## config.mk

```make
export PLATFORM = sky130hd
export DESIGN_NAME = fe_de_pipe_ctrl
export DESIGN_NICKNAME = d
export VERILOG_FILES = /design/src/rtl/fe_de_ctrl_pkg.sv /design/src/rtl/fede_sat_cnt.sv /design/src/rtl/fe_de_pipe_ctrl.sv
export SDC_FILE = /design/constraint.sdc
export NUM_CORES = 1
export LEC_CHECK = 0
export ABC_AREA = 1
export CORE_UTILIZATION = 54
export CTS_CLUSTER_DIAMETER = 40
export DETAILED_ROUTE_END_ITERATION = 7
export GPL_ROUTABILITY_DRIVEN = 1
export PLACE_DENSITY = 0.82
export REMOVE_ABC_BUFFERS = 1
export SLEW_MARGIN = 20
export SYNTH_ARGS = -nofsm -noshare
export SYNTH_HDL_FRONTEND = slang
export SYNTH_HIERARCHICAL = 1
export SYNTH_SLANG_ARGS = --single-unit
```

## constraint.sdc

```tcl
create_clock -name clk_i -period 2.7 [get_ports clk_i]
set_clock_uncertainty 0.2 [all_clocks]
set_input_delay 0.54 -clock clk_i [delete_from_list [all_inputs] [get_ports clk_i]]
set_output_delay 0.54 -clock clk_i [all_outputs]
set_load 0.02 [all_outputs]
```

## src/rtl/fe_de_ctrl_pkg.sv

```systemverilog
`default_nettype none
// ============================================================================
// Module      : fe_de_ctrl_pkg
// Description : Shared types and default constants for the fetch->decode
//               pipeline-register sequencing controller.
// Revision    : 1.0 - initial release
// ============================================================================
package fe_de_ctrl_pkg;

    // Flush sequencer states
    typedef enum logic [0:0] {
        FEDE_ST_RUN   = 1'b0,
        FEDE_ST_FLUSH = 1'b1
    } fede_state_e;

    // Default configuration
    localparam int unsigned FEDE_FLUSH_BUBBLES = 1;
    localparam int unsigned FEDE_BTB_WARMUP    = 10;
    localparam int unsigned FEDE_STALL_CNT_W   = 16;

    // Both FLUSH_BUBBLES and BTB_WARMUP are bounded to 1..15
    localparam int unsigned FEDE_SEQ_CNT_W     = 4;

endpackage : fe_de_ctrl_pkg
`default_nettype wire

```

## src/rtl/fede_sat_cnt.sv

```systemverilog
`default_nettype none
// ============================================================================
// Module      : fede_sat_cnt
// Description : Parameterized saturating up-counter with synchronous clear.
//               Clear has priority over increment; the count holds at MAX.
// Ports       : clk_i  - clock
//               rst_i  - asynchronous active-high reset (count -> 0)
//               clr_i  - synchronous clear
//               inc_i  - increment request
//               cnt_o  - current count
// Revision    : 1.0 - initial release
// ============================================================================
module fede_sat_cnt #(
    parameter int unsigned   W   = 16,
    parameter logic [W-1:0]  MAX = '1
) (
    input  logic         clk_i,
    input  logic         rst_i,
    input  logic         clr_i,
    input  logic         inc_i,
    output logic [W-1:0] cnt_o
);

    logic [W-1:0] cnt_q;

    always_ff @(posedge clk_i or posedge rst_i) begin
        if (rst_i) begin
            cnt_q <= '0;
        end else if (clr_i) begin
            cnt_q <= '0;
        end else if (inc_i && (cnt_q != MAX)) begin
            cnt_q <= cnt_q + {{(W-1){1'b0}}, 1'b1};
        end
    end

    assign cnt_o = cnt_q;

endmodule : fede_sat_cnt
`default_nettype wire

```

## src/rtl/fe_de_pipe_ctrl.sv

```systemverilog
`default_nettype none
// ============================================================================
// Module      : fe_de_pipe_ctrl
// Description : Sequencing controller for the fetch->decode pipeline register.
//               Merges stall / flush / cross-boundary events into prioritized
//               enables and clears (reset > flush > bubble > stall > load),
//               sequences single-entry BTB capture plus its post-reset
//               warm-up, and keeps a saturating stall-cycle counter.
// Config      : `define FEDE_EXC_FLUSH_EN to make writeback exceptions and
//               interrupts flush the fe/de register directly.
// Ports       : clk_i, cpurst_i (async, active-high)
//               de_stall_i, de_store_load_conflict_i, exe_store_load_conflict_i,
//               readram_stall_i, mem_stall_i, mult_stall_i, div_stall_i
//               fet_flush_i, branch_predict_err_i, mem2wb_exp_ffout_i,
//               interrupt_i, cross_bd_ff_i, de2fe_branch_i,
//               de2ex_inst_valid_i, stall_cnt_clr_i
//               fet_stall_o, fede_ctl_en_o, fede_instr_en_o, fede_flush_o,
//               fede_instr_bubble_o, btb_capture_o, btb_valid_o, stall_cnt_o
// Revision    : 1.0 - initial release
// ============================================================================
module fe_de_pipe_ctrl
    import fe_de_ctrl_pkg::*;
#(
    parameter int unsigned FLUSH_BUBBLES = FEDE_FLUSH_BUBBLES,
    parameter int unsigned BTB_WARMUP    = FEDE_BTB_WARMUP,
    parameter int unsigned STALL_CNT_W   = FEDE_STALL_CNT_W
) (
    input  logic                   clk_i,
    input  logic                   cpurst_i,
    input  logic                   de_stall_i,
    input  logic                   de_store_load_conflict_i,
    input  logic                   exe_store_load_conflict_i,
    input  logic                   readram_stall_i,
    input  logic                   mem_stall_i,
    input  logic                   mult_stall_i,
    input  logic                   div_stall_i,
    input  logic                   fet_flush_i,
    input  logic                   branch_predict_err_i,
    input  logic                   mem2wb_exp_ffout_i,
    input  logic                   interrupt_i,
    input  logic                   cross_bd_ff_i,
    input  logic                   de2fe_branch_i,
    input  logic                   de2ex_inst_valid_i,
    input  logic                   stall_cnt_clr_i,
    output logic                   fet_stall_o,
    output logic                   fede_ctl_en_o,
    output logic                   fede_instr_en_o,
    output logic                   fede_flush_o,
    output logic                   fede_instr_bubble_o,
    output logic                   btb_capture_o,
    output logic                   btb_valid_o,
    output logic [STALL_CNT_W-1:0] stall_cnt_o
);

    localparam int unsigned CW = FEDE_SEQ_CNT_W;

    // A single-bubble flush is fully covered by the combinational request
    localparam bit           C_MULTI_BUBBLE = (FLUSH_BUBBLES > 1);
    localparam logic [CW-1:0] C_FLUSH_RELOAD = CW'(FLUSH_BUBBLES - 1);
    localparam logic [CW-1:0] C_WARM_MAX     = CW'(BTB_WARMUP);
    localparam logic [CW-1:0] C_WARM_PRE     = CW'(BTB_WARMUP - 1);

    fede_state_e   state_q;
    logic [CW-1:0] flush_cnt_q;
    logic          btb_arm_q;
    logic          btb_valid_q;
    logic [CW-1:0] warm_cnt;
    logic          flush_req;
    logic          fet_stall;
    logic          fede_flush;
    logic          fede_ctl_en;
    logic          btb_capture;

    // ------------------------------------------------------------------
    // Flush request
    // ------------------------------------------------------------------
`ifdef FEDE_EXC_FLUSH_EN
    assign flush_req = fet_flush_i | branch_predict_err_i
                     | mem2wb_exp_ffout_i | interrupt_i;
`else
    // Traps are redirected through fet_flush; these inputs are not used here
    logic unused_exc_inputs;
    assign unused_exc_inputs = mem2wb_exp_ffout_i | interrupt_i;
    assign flush_req = fet_flush_i | branch_predict_err_i;
`endif

    // ------------------------------------------------------------------
    // Flush sequencer: holds fede_flush for the remaining bubble cycles.
    // A new request while flushing simply restarts the count.
    // ------------------------------------------------------------------
    always_ff @(posedge clk_i or posedge cpurst_i) begin
        if (cpurst_i) begin
            state_q     <= FEDE_ST_RUN;
            flush_cnt_q <= '0;
        end else begin
            case (state_q)
                FEDE_ST_RUN: begin
                    if (flush_req && C_MULTI_BUBBLE) begin
                        state_q     <= FEDE_ST_FLUSH;
                        flush_cnt_q <= C_FLUSH_RELOAD;
                    end
                end
                FEDE_ST_FLUSH: begin
                    if (flush_req) begin
                        flush_cnt_q <= C_FLUSH_RELOAD;
                    end else if (flush_cnt_q == CW'(1)) begin
                        state_q     <= FEDE_ST_RUN;
                        flush_cnt_q <= '0;
                    end else begin
                        flush_cnt_q <= flush_cnt_q - CW'(1);
                    end
                end
                default: begin
                    state_q     <= FEDE_ST_RUN;
                    flush_cnt_q <= '0;
                end
            endcase
        end
    end

    // ------------------------------------------------------------------
    // Enables and clears
    // ------------------------------------------------------------------
    assign fet_stall   = de_stall_i | de_store_load_conflict_i | exe_store_load_conflict_i
                       | readram_stall_i | mem_stall_i | mult_stall_i | div_stall_i;
    assign fede_flush  = flush_req | (state_q == FEDE_ST_FLUSH);
    assign fede_ctl_en = ~fede_flush & ~de_stall_i & ~de_store_load_conflict_i;

    assign fet_stall_o         = fet_stall;
    assign fede_flush_o        = fede_flush;
    assign fede_ctl_en_o       = fede_ctl_en;
    assign fede_instr_en_o     = fede_ctl_en & ~fet_stall;
    // Withheld under de_stall so the bubble lands once decode can accept it
    assign fede_instr_bubble_o = cross_bd_ff_i & ~de_stall_i & ~fede_flush;

    // ------------------------------------------------------------------
    // BTB capture: arm on a decoded branch, fire when that instr goes to
    // execute. Capture takes priority over a same-cycle re-arm.
    // ------------------------------------------------------------------
    assign btb_capture   = btb_arm_q & de2ex_inst_valid_i;
    assign btb_capture_o = btb_capture;

    always_ff @(posedge clk_i or posedge cpurst_i) begin
        if (cpurst_i) begin
            btb_arm_q <= 1'b0;
        end else if (btb_capture) begin
            btb_arm_q <= 1'b0;
        end else if (de2fe_branch_i) begin
            btb_arm_q <= 1'b1;
        end
    end

    // ------------------------------------------------------------------
    // BTB warm-up: btb_valid is set on the edge where warm_cnt reaches
    // BTB_WARMUP, i.e. exactly BTB_WARMUP clocks after reset release.
    // ------------------------------------------------------------------
    fede_sat_cnt #(
        .W   (CW),
        .MAX (C_WARM_MAX)
    ) u_warm_cnt (
        .clk_i (clk_i),
        .rst_i (cpurst_i),
        .clr_i (1'b0),
        .inc_i (1'b1),
        .cnt_o (warm_cnt)
    );

    always_ff @(posedge clk_i or posedge cpurst_i) begin
        if (cpurst_i) begin
            btb_valid_q <= 1'b0;
        end else begin
            btb_valid_q <= btb_valid_q | (warm_cnt == C_WARM_PRE) | (warm_cnt == C_WARM_MAX);
        end
    end

    assign btb_valid_o = btb_valid_q;

    // ------------------------------------------------------------------
    // Stall-cycle performance counter
    // ------------------------------------------------------------------
    fede_sat_cnt #(
        .W   (STALL_CNT_W),
        .MAX ({STALL_CNT_W{1'b1}})
    ) u_stall_cnt (
        .clk_i (clk_i),
        .rst_i (cpurst_i),
        .clr_i (stall_cnt_clr_i),
        .inc_i (fet_stall),
        .cnt_o (stall_cnt_o)
    );

endmodule : fe_de_pipe_ctrl
`default_nettype wire

```

Yosys cells after proc, flatten, opt, wreduce, memory -nomap -nowiden:

Index checks and enable logic that the tools add are counted.

* input port bits: 17
* output and inout bits: 23
* word-level logic and storage cells: 46
* register bits: 27

* reductions and logical operators: 3
* equal/unequal tests: 5
* muxes and demuxes: 9
* add/sub/neg operators: 3
* bitwise operators: 20

Operator list (number)
* 2-to-1 mux 16 bit: 2
* adder 16 x 1 -> 16 bit, second input constant: 1
* inequality test 16 bit, second input constant: 1
* bitwise OR 1 bit: 10
* equality test 4 bit, second input constant: 2
* 2-to-1 mux 4 bit: 2
* AND 1 bit: 6
* 2-to-1 mux 1 bit: 5
* adder 4 x 1 -> 4 bit, second input constant: 1
* equality test 4 x 1 -> 1 bit, second input constant: 1
* inequality test 4 bit, second input constant: 1
* inverter 1 bit: 4
* nonzero test 2 bit: 2
* subtractor 4 x 1 -> 4 bit, second input constant: 1
* logical AND 1 bit: 1

Depth between registers and ports, before layout:

Gate-level depths: netlist of the first run.

* word-level depth: 9
* mapped depth: 11
* mapped depth without buffers: 11

By module:

The synthesis of the first run kept the hierarchy.

Modules (own cells, without submodules)
* fede_sat_cnt (u_stall_cnt): cells each 159, seq. area each 400.4 sq um, instances 1, area each 1083.5 sq um
* fe_de_pipe_ctrl: cells each 61, seq. area each 175.2 sq um, instances 1, area each 435.4 sq um
* fede_sat_cnt (u_warm_cnt): cells each 35, seq. area each 100.1 sq um, instances 1, area each 261.5 sq um

Worst setup path before layout of the first run:

OpenSTA, ideal clock, no wires.

* path kind: input port to output port
* start point: input port de_stall_i
* end point: output port fede_instr_en_o
* required time: 1960 ps
* setup slack: 655 ps
* buffers on the path: 0
* data arrival time: 1305 ps
* stages: 5
* cell sequence: inv_1 nand2_1 nor3_1 nand2_1 nor2_1

* word-level cells in the longest chain between the ends: 8
* elaborated cells on any way between the ends: 11
* those cells by class: bitwise: 11

Ends and longest elaborated chain
* start, declared: RTL line fe_de_pipe_ctrl.sv:30 `input logic de_stall_i,`
* bitwise OR 1 bit (2 in series): RTL line fe_de_pipe_ctrl.sv:124 `assign fet_stall = de_stall_i | de_store_load_conflict_i | exe_store_load_conflict_i`
* bitwise OR 1 bit (4 in series): RTL line fe_de_pipe_ctrl.sv:125 `| readram_stall_i | mem_stall_i | mult_stall_i | div_stall_i;`
* via fet_stall_o: RTL line fe_de_pipe_ctrl.sv:45 `output logic fet_stall_o,`
* inverter 1 bit: RTL line fe_de_pipe_ctrl.sv:132 `assign fede_instr_en_o = fede_ctl_en & ~fet_stall;`
* AND 1 bit: RTL line fe_de_pipe_ctrl.sv:132
* end, declared: RTL line fe_de_pipe_ctrl.sv:47 `output logic fede_instr_en_o,`

The timed path passes the listed nets, and every way through them passes these cells.

Final worst setup path of the first run:

* start point: input port fet_flush_i
* end point: output port fede_flush_o

* word-level cells in the longest chain between the ends: 2

Ends and longest elaborated chain
* start, declared: RTL line fe_de_pipe_ctrl.sv:37 `input logic fet_flush_i,`
* bitwise OR 1 bit: RTL line fe_de_pipe_ctrl.sv:84 `assign flush_req = fet_flush_i | branch_predict_err_i;`
* bitwise OR 1 bit: RTL line fe_de_pipe_ctrl.sv:126 `assign fede_flush = flush_req | (state_q == FEDE_ST_FLUSH);`
* end, declared: RTL line fe_de_pipe_ctrl.sv:48 `output logic fede_flush_o,`

No other way between the ends.

==> results of run 1 <==
final cells by class:
cell class                 instances  share of cell area
clock buffer                       3             0.00999
clock inverter                     1             0.00222
inverter                          39              0.0650
multi-input combinational        190               0.423
sequential                        27               0.300
tap                               44              0.0244
timing repair buffer              40               0.175
state kept, by name (all words and copies together), names as in the netlist:
signal             flops
btb_arm_q              1
btb_valid_o            1
u_stall_cnt/cnt_o     16
state_q                1
flush_cnt_q            4
u_warm_cnt/cnt_o       4
cell families (layout without fill, tap and decap cells):
kind of cell / Yosys count / in the layout
compound gates: 10 / 10
xor+xnor: 6 / 6
fa+ha+maj: 5 / 5
buf+inv: 42 / 83
flops: 27 / 27
other cells: 2 / 6
simple gates: 163 / 163
worst paths after layout:
path                                      start                     to  slack [ns]  cells past startpoint
max                                 fet_flush_i           fede_flush_o        0.07                      6
min in group clk_i                  btb_valid_o            btb_valid_o        0.29                      2
max reg2reg                u_stall_cnt/cnt_o[0]   u_stall_cnt/cnt_o[7]        0.68                      9
max in group asynchronous              cpurst_i  u_stall_cnt/cnt_o[12]        1.45                      2
min reg2reg                         btb_valid_o            btb_valid_o        0.29                      2
min                                    cpurst_i    u_warm_cnt/cnt_o[1]        0.23                      2
critical path, delay by kind of cell:
family | cells | cell delay (ns)
AND/OR/NAND/NOR | 2 | 0.18
buffers and inverters | 4 | 1.17
layout by cell type (no fill, tap or decap), drive strengths merged, types with 2 or more instances in the layout:
master and count:
clkdlybuf4s50 33, dlymetal6s2s 2, clkbuf 3, nor3 3
inv 37, buf 3, clkinv 3, o21ai 5
dlygate4sd2 2, xor2 3, nand3b 2, xnor2 3
ha 5, a21oi 2, nor2 36, nand2 94
dfrtp 27, conb 6, nand4 12, nand3 16
where the power goes:
group          total (mW)  internal, mW  switching [mW]
logic               0.118        0.0560          0.0621
clock network       0.177        0.0556           0.122
registers           0.435         0.419          0.0162
total               0.731         0.531           0.200
metal layers:
layer / vias up / GRT usage
met4: 0 / 0.0816
met2: 56 / 0.406
met3: 6 / 0.0371
met1: 764 / 0.300
met5: - / 0
li1: 875 / -
stage by stage:
| step | cells | setup WS [ns] | area (um2) |
|---|---|---|---|
| global route | 344 | 0.00293 | 2250 |
| detailed placement | 340 | -0.0492 | 2220 |
| CTS | 344 | 0.0293 | 2250 |
| finish | 344 | 0.0699 | 2250 |
| global placement | 340 | -0.0117 | 2220 |
| floorplan | 256 | 0.655 | 1780 |
==> results.md, run 1 <==
Route:
- In the routed layout, each cell is associated on average with a via count of 4.94.
- For this block, the routed nets add up to approximately 3800 um of wire.
- The count of nets left with antenna violations once routing finished came out at 0.
- The met3 wire length is between 200 and 300 um.
- The sum of routed wire segments on met1 is around 1700 um.
- The detailed-route via count is about 1700.
- Wire segments on met2 add up to ~1700 um in the final route.
- The mean routed wirelength per cell is 10.9 um.
- In this run the top signal layer used is met4.
- After detailed routing, the number of remaining DRC violations is 0.
- The first TritonRoute pass finished after 4 iterations.
- The starting DRC count in detailed routing is between 100 and 150.

Critical path:
- The data arrival time of the critical path is roughly 1.9 ns.
- The maximum net fanout on the critical path is 4.
- The kind of start point of the critical path is an input port.
- The setup path with the least slack is of type in -> out.
- On the worst path, the slowest cell contributes a delay of around 0.62 ns.
- The required time of the critical path is 1.96 ns.
- The slowest stage cell on the critical path is clkdlybuf4s50_1.
- The worst setup path is captured at an output pin.
- The critical path goes through clkdlybuf4s50_1 -> inv_1 -> nand2_1 -> inv_1 -> nand2_1 -> clkdlybuf4s50_1.

Clock tree:
- The buffer cell driving the clock tree root is clkbuf_4.
- The number of buffers created by CTS is 3.
- The tree built by TritonCTS fans out to 27 sinks.
- The clock tree buffer depth is 2.
- The insertion delay to the later sink of the worst-skew pair is 0.33 ns.
- Gates resized during post-CTS repair numbered 2.
- Once the clock tree was built, the setup fixing pass inserted 0 buffers.
- For this design, the CTS-stage hold fixing added 0 buffers.
- The TritonCTS clock tree is built.
- Clock-pin slew was measured on the worst setup and hold paths at roughly 0.15 ns.
- In this run the number of H-tree levels came out at 1.

Synthesis:
- The arithmetic-cell share of the synthesized area counting full adders, half adders and majority gates is 0.0351.
- The most common cell in the synthesized netlist is nand2_1.
- The number of distinct standard cells referenced by the synthesized netlist is 30.
- Ranked by total cell area, the synthesized netlist is headed by dfrtp_1, nand2_1, inv_1.
- Sorting the synthesized cells by how often they occur yields nand2_1, inv_1, nor2_1.
- The share of synthesized area in the top cell type comes to 0.379.
- In the synthesized netlist the async set-or-reset flop fraction comes to 1.00.
- The synthesized netlist occupies a cell area of ~1800 um2.
- The compound-cell area share of the yosys netlist came to 0.0358.
- The combinational family with the most area after synthesis is simple AND/OR/NAND/NOR gates.
- In this run, synthesis produced a sequential element count of 27.
- A synthesized cell averages 6.98 um2.
- The mux cell area share after synthesis is 0.
- The dominant cell type by area after synthesis is dfrtp_1.
- The synthesized-area fraction occupied by and/or/nand/nor cells is 0.422.
- In the synthesized netlist, the number of instances is between 200 and 300.
- Yosys printed 6 warnings.
- The sequential element share of the synthesized area is 0.379.
- In this run, synthesis inferred 0 flip-flops with an integrated enable.
- For this run, the leading register cell type out of synthesis is dfrtp_1.
- Of the total synthesized cell area, the portion taken by XOR and XNOR cells is 0.0295.

Global route:
- The number of antenna violations at the first check in global routing came to 0.
- The final global-route overflow total is 0.
- The global routing usage summed across all routing layers is 0.236.
- The via count of the first global-routing pass came to roughly 1500.
- The largest net degree at the start of global routing is 17.
- The global-route wire length before repair is 6380 um.

Layout:
- The number of antenna cells inserted is 0.
- At the end of the flow the core is filled with cells to 0.726.
- The area used by multi-input combinational logic is between 900 and 1000 um2.
- The net count of the finished layout is 323.
- The total area of sequential cells is 676 um2.
- Relative to the synthesized area, the layout overhead comes to 26.6%.
- The layout filler cell count is 274.
- In the final layout, the share of cells above drive strength 1 is 0.0867.

Floorplanning:
- Measured along the y axis, the die boundary spans approximately 59 um.
- The core region is around 3100 um2.
- The initial standard-cell utilization of the core is 0.574.
- The number of primary I/O pins is 40.
- The die is ~60 um wide.
- The floorplan has 20 rows.
- The floorplan die area is around 3500 um2.

Job:
- The number of max-cap violations is 0.

Outcome:
- The run finished with clean final reports.

STA:
- Setup repair after global routing left no endpoint under its margin.
- Dividing the final minimum period by the clock period gives 0.974.
- The actual slew at the worst max-slew pin is about 0.65 ns.
- Timing would allow up to approximately 380 MHz.
- The max-slew headroom at the worst pin is 0.568.
- The tightest hold margin is about 0.23 ns.
- The total count of max-transition violations in the final report came to 0.
- The hold violation total from the final report came to 0.
- In the final timing run, aggregate negative setup slack is 0 ns.
- Setup violations remaining at the end of the flow were counted as 0.
- The clock period minus worst slack is roughly 2.6 ns.

Power and ir drop:
- The power density over cell area is around 320 nW/um2.
- Across the VDD grid, the largest voltage drop is roughly 0.00023 V.
- The standby leakage power is ~1.2 nW.
- The post-route total power is 0.731 mW.

Placed design:
- The half-perimeter wire length of the detailed placement result is 2930 um.
- The final weighted congestion in routability-driven placement is about 0.86.
- Port buffering added 37 buffers.

Hold path:
- The tightest min-delay check is of the in -> async type.
Power figures use the tool's default switching activity.
==> run 2: changes to the inputs <==
- REMOVE_ABC_BUFFERS: 1 -> default
==> run 2 against run 1 <==
  * Critical path depth up 1
  * Flip-flop and latch count unchanged
  * Combinational power about the same
==> results.md, run 2 (synthesized netlist as in run 1, its figures left out) <==
Clock tree:
- The number of buffers created by CTS is 3.
- The clock tree buffer depth is 2.
- The number of sinks on the clock net is 27.
- The clock reaches the later pin of the worst-skew pair after approximately 0.33 ns.
- The total setup buffers inserted after CTS is 0.
- The clock-pin slew on the worst setup and hold paths is roughly 0.16 ns.
- Clock tree synthesis selected as its root buffer the cell clkbuf_4.
- The TritonCTS clock tree is built.
- CTS built an H-tree with a depth of 1.

Outcome:
- The flow ran to the end, and the final reports show no timing, DRC or antenna violations.

Global route:
- Global routing finished with a remaining overflow of 0.
- The via count of the first global-routing pass came to approximately 1600.
- For this run, the total global-route usage over all layers was measured as 0.244.
- Entering global routing, the biggest net connects 18 pins.
- The first global-routing pass estimated between 6000 and 7000 um of wire.
- The number of antenna violations at the first check in global routing is 0.

Critical path:
- Traced cell by cell, the critical path runs through clkdlybuf4s50_1 -> inv_1 -> nand2_1 -> nor3_1 -> nand2_1 -> buf_4 -> dlygate4sd2_1.
- STA puts the critical path data required time at 1.96 ns.
- The data arrival time of the critical path is between 1.5 and 2 ns.
- The cell that appears most often on the critical path is nand2_1.
- The largest single stage delay on the critical path is ~0.39 ns.
- For this design, the slowest cell found on the critical path is clkdlybuf4s50_1.
- STA classifies the critical path endpoint as an output pin.
- The worst setup path is of the in -> out kind.
- The maximum net fanout on the critical path is 3.
- STA classifies the critical path startpoint as an input port.

STA:
- The total count of max-transition violations in the final report is 0.
- Adding up every negative setup slack in the final design gives 0 ns.
- Setup repair after global routing left no endpoint under its margin.
- The hold violation total from the final report came to 0.
- The max-slew headroom at the worst pin is 0.565.
- The peak clock frequency supported by timing is 403 MHz.
- At the pin with the least slew margin, the transition time is between 0.6 and 0.7 ns.
- Setup violations remaining at the end of the flow were counted as 0.
- The smallest setup slack after layout is between 0.2 and 0.25 ns.
- Of the available clock period, the critical path in the final layout requires 0.919.
- The smallest clock period supported by the final layout is computed as approximately 2.5 ns.

Power and ir drop:
- The power density over cell area is 330 nW/um2.
- The maximum resistive drop on vdd is ~0.00023 V.
- The standby leakage power is approximately 1.2 nW.
- The post-route total power is approximately 0.75 mW.

Route:
- The detailed-route via count is approximately 1700.
- The mean routed wirelength per cell is 11.6 um.
- For this run, design rule violations remaining after detail routing come to 0.
- The number of optimization iterations in the first detailed-route pass is 4.
- In this run, the number of DRC markers left after iteration 0 of detailed routing was about 70.
- In this run the remaining antenna-violating nets after routing total 0.
- The final layout contains routed wiring with a total length of 4000 um.
- The via density per instance is roughly 5.

Placed design:
- Before CTS, the worst setup slack after placement is -0.0235 ns.
- Port buffering added 37 buffers.
- Routability-driven placement finished with a final weighted congestion of around 0.87.
- The placement-stage cell area is 2230 um2.
- The wire-length estimate of the detail-placed layout is between 3000 and 4000 um.

Layout:
- From synthesis to final layout, the design area changed by 27.1%.
- The final layout contains approximately 320 nets.
- The flip-flop count of the largest register, all copies and words added is 16.
- The library cells used most frequently in the layout, excluding fill and tap cells, are nand2_1, inv_1, clkdlybuf4s50_1, nor2_1, dfrtp_1.
- The commonest non-fill, non-tap cell in the layout is nand2_1.
- The summed area of non-filler cells in the final layout is roughly 2300 um2.
- The number of antenna cells inserted is 0.
- The proportion of layout cells with a drive suffix above 1 is 0.0897.
- The share of the core filled with cells in the final layout is 0.729.

Floorplanning:
- The initial standard-cell utilization of the core is 0.574.
- The floorplan die height is around 59 um.
- For this design the top-level I/O count stands at 40.
- The floorplan step defined a core boundary enclosing roughly 3100 um2.
- The count of standard-cell rows is 20.
- The die is ~59 um wide.
- The die covers approximately 3500 um2.

Job:
- Max-cap violations in this run came to 0.

Hold path:
- The worst hold path belongs to the class in -> async.
run 2: cell count changes in the layout (fill, tap and decap cells not counted), sizes merged:
cell	delta
clkdlybuf4s50	-1
inv	+1
clkinv	-1
buf	+1
dlygate4sd2	+1
run 2: stage by stage:
step           instances  hold slack (ns)
2_1_floorplan        259            0.106
3_3_place_gp         341            0.258
3_5_place_dp         341            0.257
4_1_cts              345            0.230
5_1_grt              345            0.204
6_report             345            0.227
run 2: worst paths after layout:
check	startpoint	endpoint	slack (ns)	depth (start not counted)
worst max register to register	u_stall_cnt/cnt_o[1]	u_stall_cnt/cnt_o[12]	0.74	9
worst max-delay path	de_stall_i	fet_stall_o	0.22	7
worst min register to register	btb_valid_o	btb_valid_o	0.29	2
max in group asynchronous	cpurst_i	u_stall_cnt/cnt_o[15]	1.44	2
worst min-delay path	cpurst_i	u_warm_cnt/cnt_o[2]	0.23	2
min in group clk_i	btb_valid_o	btb_valid_o	0.29	2
run 2: final cells by class:
| cell class | count | area, um2 |
|---|---|---|
| multi-input combinational | 190 | 953 |
| tap | 44 | 55.1 |
| timing repair buffer | 41 | 402 |
| clock buffer | 3 | 22.5 |
| sequential | 27 | 676 |
| fill | 295 | 840 |
| clock inverter | 1 | 8.76 |
| inverter | 39 | 146 |
run 2: what timing repair did:
action | 4_1_cts | 5_1_grt
hold buffers | 0 | 0
resized for setup | 3 | 2
pin swaps | 0 | 0
endpoints found under the setup margin | 3 | 2
run 2: metal layers:
layer / vias to the layer above / part of all wire / GRT usage / wire (um)
met5: - / 0 / 0 / 0
met4: 0 / 0.0053 / 0.0782 / 21
met2: 57 / 0.47 / 0.427 / 1870
met3: 2 / 0.061 / 0.0415 / 243
li1: 881 / - / - / -
met1: 801 / 0.47 / 0.304 / 1860
run 2: critical path, delay by kind of cell:
family                 cells  cell delay [ns]
buffers and inverters      4             0.92
AND/OR/NAND/NOR            3             0.28
run 2: power breakdown:
part / internal [mW] / total, mW / switching, mW / leakage [nW]
Combinational: 0.0559 / 0.120 / 0.0644 / 0.805
Clock: 0.0605 / 0.192 / 0.132 / 0.0183
Sequential: 0.419 / 0.435 / 0.0163 / 0.353
Total: 0.535 / 0.748 / 0.212 / 1.18
==> variant 1: new RTL, settings of run 1 <==
Make the reset (`cpurst_i` and `rst_i`) synchronous in 4 clocked blocks. Comments in the files are not updated.
--- a/src/rtl/fede_sat_cnt.sv
+++ b/src/rtl/fede_sat_cnt.sv
@@ -23,7 +23,7 @@
 
     logic [W-1:0] cnt_q;
 
-    always_ff @(posedge clk_i or posedge rst_i) begin
+    always_ff @(posedge clk_i) begin
         if (rst_i) begin
             cnt_q <= '0;
         end else if (clr_i) begin
--- a/src/rtl/fe_de_pipe_ctrl.sv
+++ b/src/rtl/fe_de_pipe_ctrl.sv
@@ -88,7 +88,7 @@
     // Flush sequencer: holds fede_flush for the remaining bubble cycles.
     // A new request while flushing simply restarts the count.
     // ------------------------------------------------------------------
-    always_ff @(posedge clk_i or posedge cpurst_i) begin
+    always_ff @(posedge clk_i) begin
         if (cpurst_i) begin
             state_q     <= FEDE_ST_RUN;
             flush_cnt_q <= '0;
@@ -140,7 +140,7 @@
     assign btb_capture   = btb_arm_q & de2ex_inst_valid_i;
     assign btb_capture_o = btb_capture;
 
-    always_ff @(posedge clk_i or posedge cpurst_i) begin
+    always_ff @(posedge clk_i) begin
         if (cpurst_i) begin
             btb_arm_q <= 1'b0;
         end else if (btb_capture) begin
@@ -165,7 +165,7 @@
         .cnt_o (warm_cnt)
     );
 
-    always_ff @(posedge clk_i or posedge cpurst_i) begin
+    always_ff @(posedge clk_i) begin
         if (cpurst_i) begin
             btb_valid_q <= 1'b0;
         end else begin
Behaviour: differs if cpurst_i is asserted again (counterexample within 4 cycles, from zero or initial values and one cycle with cpurst_i high); with cpurst_i held inactive, the same outputs for 10 cycles.
==> variant 1 against run 1 <==
- the run now ends with DRC left
- synthesized cell count grew 0.39%
- wire length down 6.4%
- sequential cell count is the same
- critical path depth rose by 1
- final area decreased by 6.8%
- power shrank 9.9%
- area after synthesis is 7.7% lower
- setup slack better by 91 ps
- critical endpoint is now fet_stall_o
- largest power group unchanged
==> variant 1: results (changes against run 1) <==
* Post-Synth Adder-Cell Area: 0.0381 (+0.00294)
* Slack of the worst reg-to-reg path: 930 ps (+250 ps)
* CP peak stage delay: 400 ps (-220 ps)
* Critical path destination: fet_stall_o
- The worst register-to-register path begins at u_stall_cnt/cnt_o[0].
- The global routing usage on met3 is 0.0227 (-0.0144).
- The fraction of layout instances using a drive strength above 1 was 0.106 (+0.0193).
* Failing checks: DRC
- The met1 usage is 0.315 (+0.0150).
- The worst IR drop on VDD came to 0.257 mV (+9.7%).
- The leakage power figure is 0.933 nW (-21%).
- Run status: finished, violations left
- XOR/XNOR share of the synthesized area: 0 (-0.0295)
- Synth Instances: 256 (+0.39%)
- The fraction of met2 tracks used by global routing was 0.397 (-0.00946).
- Number of fill cells: 236 (-14%)
- Number of remaining DRC errors: 9 (+9)
- Path category of the worst min-delay check: reg2reg
* RePlAce Congestion: 0.853 (-0.94%)
- The arrival time at the worst endpoint is 1800 ps (-90 ps).
- The achievable clock frequency came to 0.394 GHz (+3.6%).
- DP Wirelength: 2760 microns (-5.5%)
* Setup WS pre-CTS: -87.1 ps (-37.9 ps)
* Standard cell area after detailed placement: 0.00207 sq mm (-6.9%)
- Origin of the worst setup path: de_stall_i
- Filler-free cell count of the finished design: 333 (-3.2%)
- The number of DRC markers after the initial detailed-route iteration is 82 (-36%).
- Cells taking the most area after synthesis: sky130_fd_sc_hd__dfxtp_1 33%, sky130_fd_sc_hd__nand2_1 15%, sky130_fd_sc_hd__nor2_1 12%
* Global-route usage over all layers: 0.241 (+0.00449)
- The internal power of the cells came to 0.000497 W (-6.3%).
- Share of flip-flops with an asynchronous set or reset after synthesis: 0 (-1.00)
==> variant 1: cell types whose count changed after synthesis, sizes merged, moves of 2 or more <==
| cell | delta |
|---|---|
| a21oi | +9 |
| clkinv | -2 |
| dfrtp | -27 |
| dfxtp | +27 |
| inv | -3 |
| nand2 | -25 |
| nand3 | +8 |
| nand4 | -8 |
| nor2 | +30 |
| xnor2 | -3 |
| xor2 | -3 |
==> variant 1: cell type report <==
class,count,area (sq um),area share
inverters,34,128,0.0608
well taps,31,38.8,0.0185
multi-input cells,196,963,0.459
flip-flops and latches,27,541,0.257
clock buffers,4,26.3,0.0125
repair buffers,41,403,0.192
==> variant 1: per-layer routing <==
layer | up-vias | routed length [microns] | part of all wire
li1 | 881 | - | -
met1 | 696 | 1790 | 0.51
met2 | 31 | 1490 | 0.42
met3 | 7 | 148 | 0.042
met4 | 0 | 80 | 0.023
met5 | - | 0 | 0
==> variant 2: new RTL, config.mk and constraints of run 1 <==
Made on the original files. Add a define of `FEDE_EXC_FLUSH_EN`.
--- a/src/rtl/fe_de_pipe_ctrl.sv
+++ b/src/rtl/fe_de_pipe_ctrl.sv
@@ -18,6 +18,8 @@
 //               fede_instr_bubble_o, btb_capture_o, btb_valid_o, stall_cnt_o
 // Revision    : 1.0 - initial release
 // ============================================================================
+`define FEDE_EXC_FLUSH_EN
+
 module fe_de_pipe_ctrl
     import fe_de_ctrl_pkg::*;
 #(
Check against the original RTL: not equivalent (a bounded check fails within 4 cycles, from zero or initial values and one cycle with cpurst_i high).
==> variant 2 against run 1 <==
- final area rose by 1.9%
- critical path depth unchanged
- core utilization rose by 1.4 points
- wire length up 6.2%
- setup slack improved by 6.1 ps
- sequential cell count did not move
- largest power group unchanged
- area after synthesis rose by 0.14%
- maximum frequency grew 0.23%
- power up 8.4%
==> variant 2: results (changes against run 1) <==
* Ratio of cells with drive above 1 in the final layout: 0.108 (+0.0215)
- TritonCTS Buffers: 3 (unchanged)
- The detailed-routed wire length on met3 was 286 microns (+13%).
- Clock network power consumption: 0.000183 W (+3%)
- Leading post-synthesis cells by instance count: 85 x sky130_fd_sc_hd__nand2_1, 33 x sky130_fd_sc_hd__nor2_1, 27 x sky130_fd_sc_hd__dfrtp_1, 27 x sky130_fd_sc_hd__inv_1, 17 x sky130_fd_sc_hd__nand3_1
- The count of input and output buffers is 39 (+5.4%).
* Worst max-slew margin expressed relative to the limit: 0.575 (+0.00668)
- The first-pass GRT wire length came to 6430 microns (+0.75%).
- The distinct cell type count of the synthesized netlist was 28 (-6.7%).
* Power consumption: 0.000792 W (+8.4%)
- The leakage power figure was 1.16 nW (-1.8%).
- Sequential fraction of the synthesis area: 0.379 (-0.000533)
- DR vias/cell: 4.96 (+0.25%)
- Cts repair resizes: 3 (+1)
- Run status: finished clean
* Combinational group share of total power: 0.195 (+0.033)
- The wire length on met1 came to 1800 microns (+5.0%).
* Final wirelength: 3990 microns (+6.2%)
- The half-perimeter wire length after placement is 3040 microns (+3.8%).
- Critical R2R Capture: u_stall_cnt/cnt_o[3]
- Setup WS pre-CTS: -32.8 ps (+16.3 ps)
- Global-route usage over all layers: 0.242 (+0.00579)
- DRC violation total after the first TritonRoute iteration: 68 (-47%)
* Peak supply drop: 0.347 mV (+48%)
- Sorting the synthesized cells by area gives the leading types as sky130_fd_sc_hd__dfrtp_1 38%, sky130_fd_sc_hd__nand2_1 18%, sky130_fd_sc_hd__nor2_1 6.9%.
* Number of fill cells: 288 (+5.1%)
* RePlAce Congestion: 0.877 (+1.9%)
* Routed length on met2: 1830 microns (+6.4%)
- Vias in the first global route: 1495 (-1.8%)
- Via count: 1730 (+1.7%)
- Predominant post-synthesis flop cell: sky130_fd_sc_hd__dfrtp_1
- The net switching component of the power is 0.000237 W (+19%).
- Hold slack: 239 ps (+12.5 ps)
- The setup slack of the critical path after layout came to 76.0 ps (+6.09 ps).
## variant 2: cell type report
cell class              count  area share
multi-input cells         194       0.423
flip-flops and latches     27       0.294
repair buffers             45       0.189
inverters                  35      0.0572
well taps                  44      0.0240
clock buffers               3     0.00980
clock inverters             1     0.00327
## variant 2: cells by family after synthesis
family          Yosys count  synth area share
flops                    27             0.379
buf+inv                  38            0.0849
other cells               2           0.00421
fa+ha+maj                 5            0.0351
xor+xnor                  6            0.0295
compound gates            8            0.0239
simple gates            169             0.444
## variant 2: through the flow
stage	TNS [ps]	util	cell area [sq um]
detailed placement	-50.3	0.731	2270
finish	0	0.740	2300
floorplan	0	-	1780
global placement	0	0.731	2270
CTS	0	0.740	2290
global route	0	0.740	2300
## variant 2: per-layer routing
metal | vias up | track usage
met2 | 69 | 0.393
met5 | - | 0
met1 | 768 | 0.326
met3 | 6 | 0.0240
li1 | 887 | -
met4 | 0 | 0.109
## variant 2: worst max-delay path: cells and delay by family
kind	cells	cell delay, ps
buf+inv	3	1130
simple gates	3	210
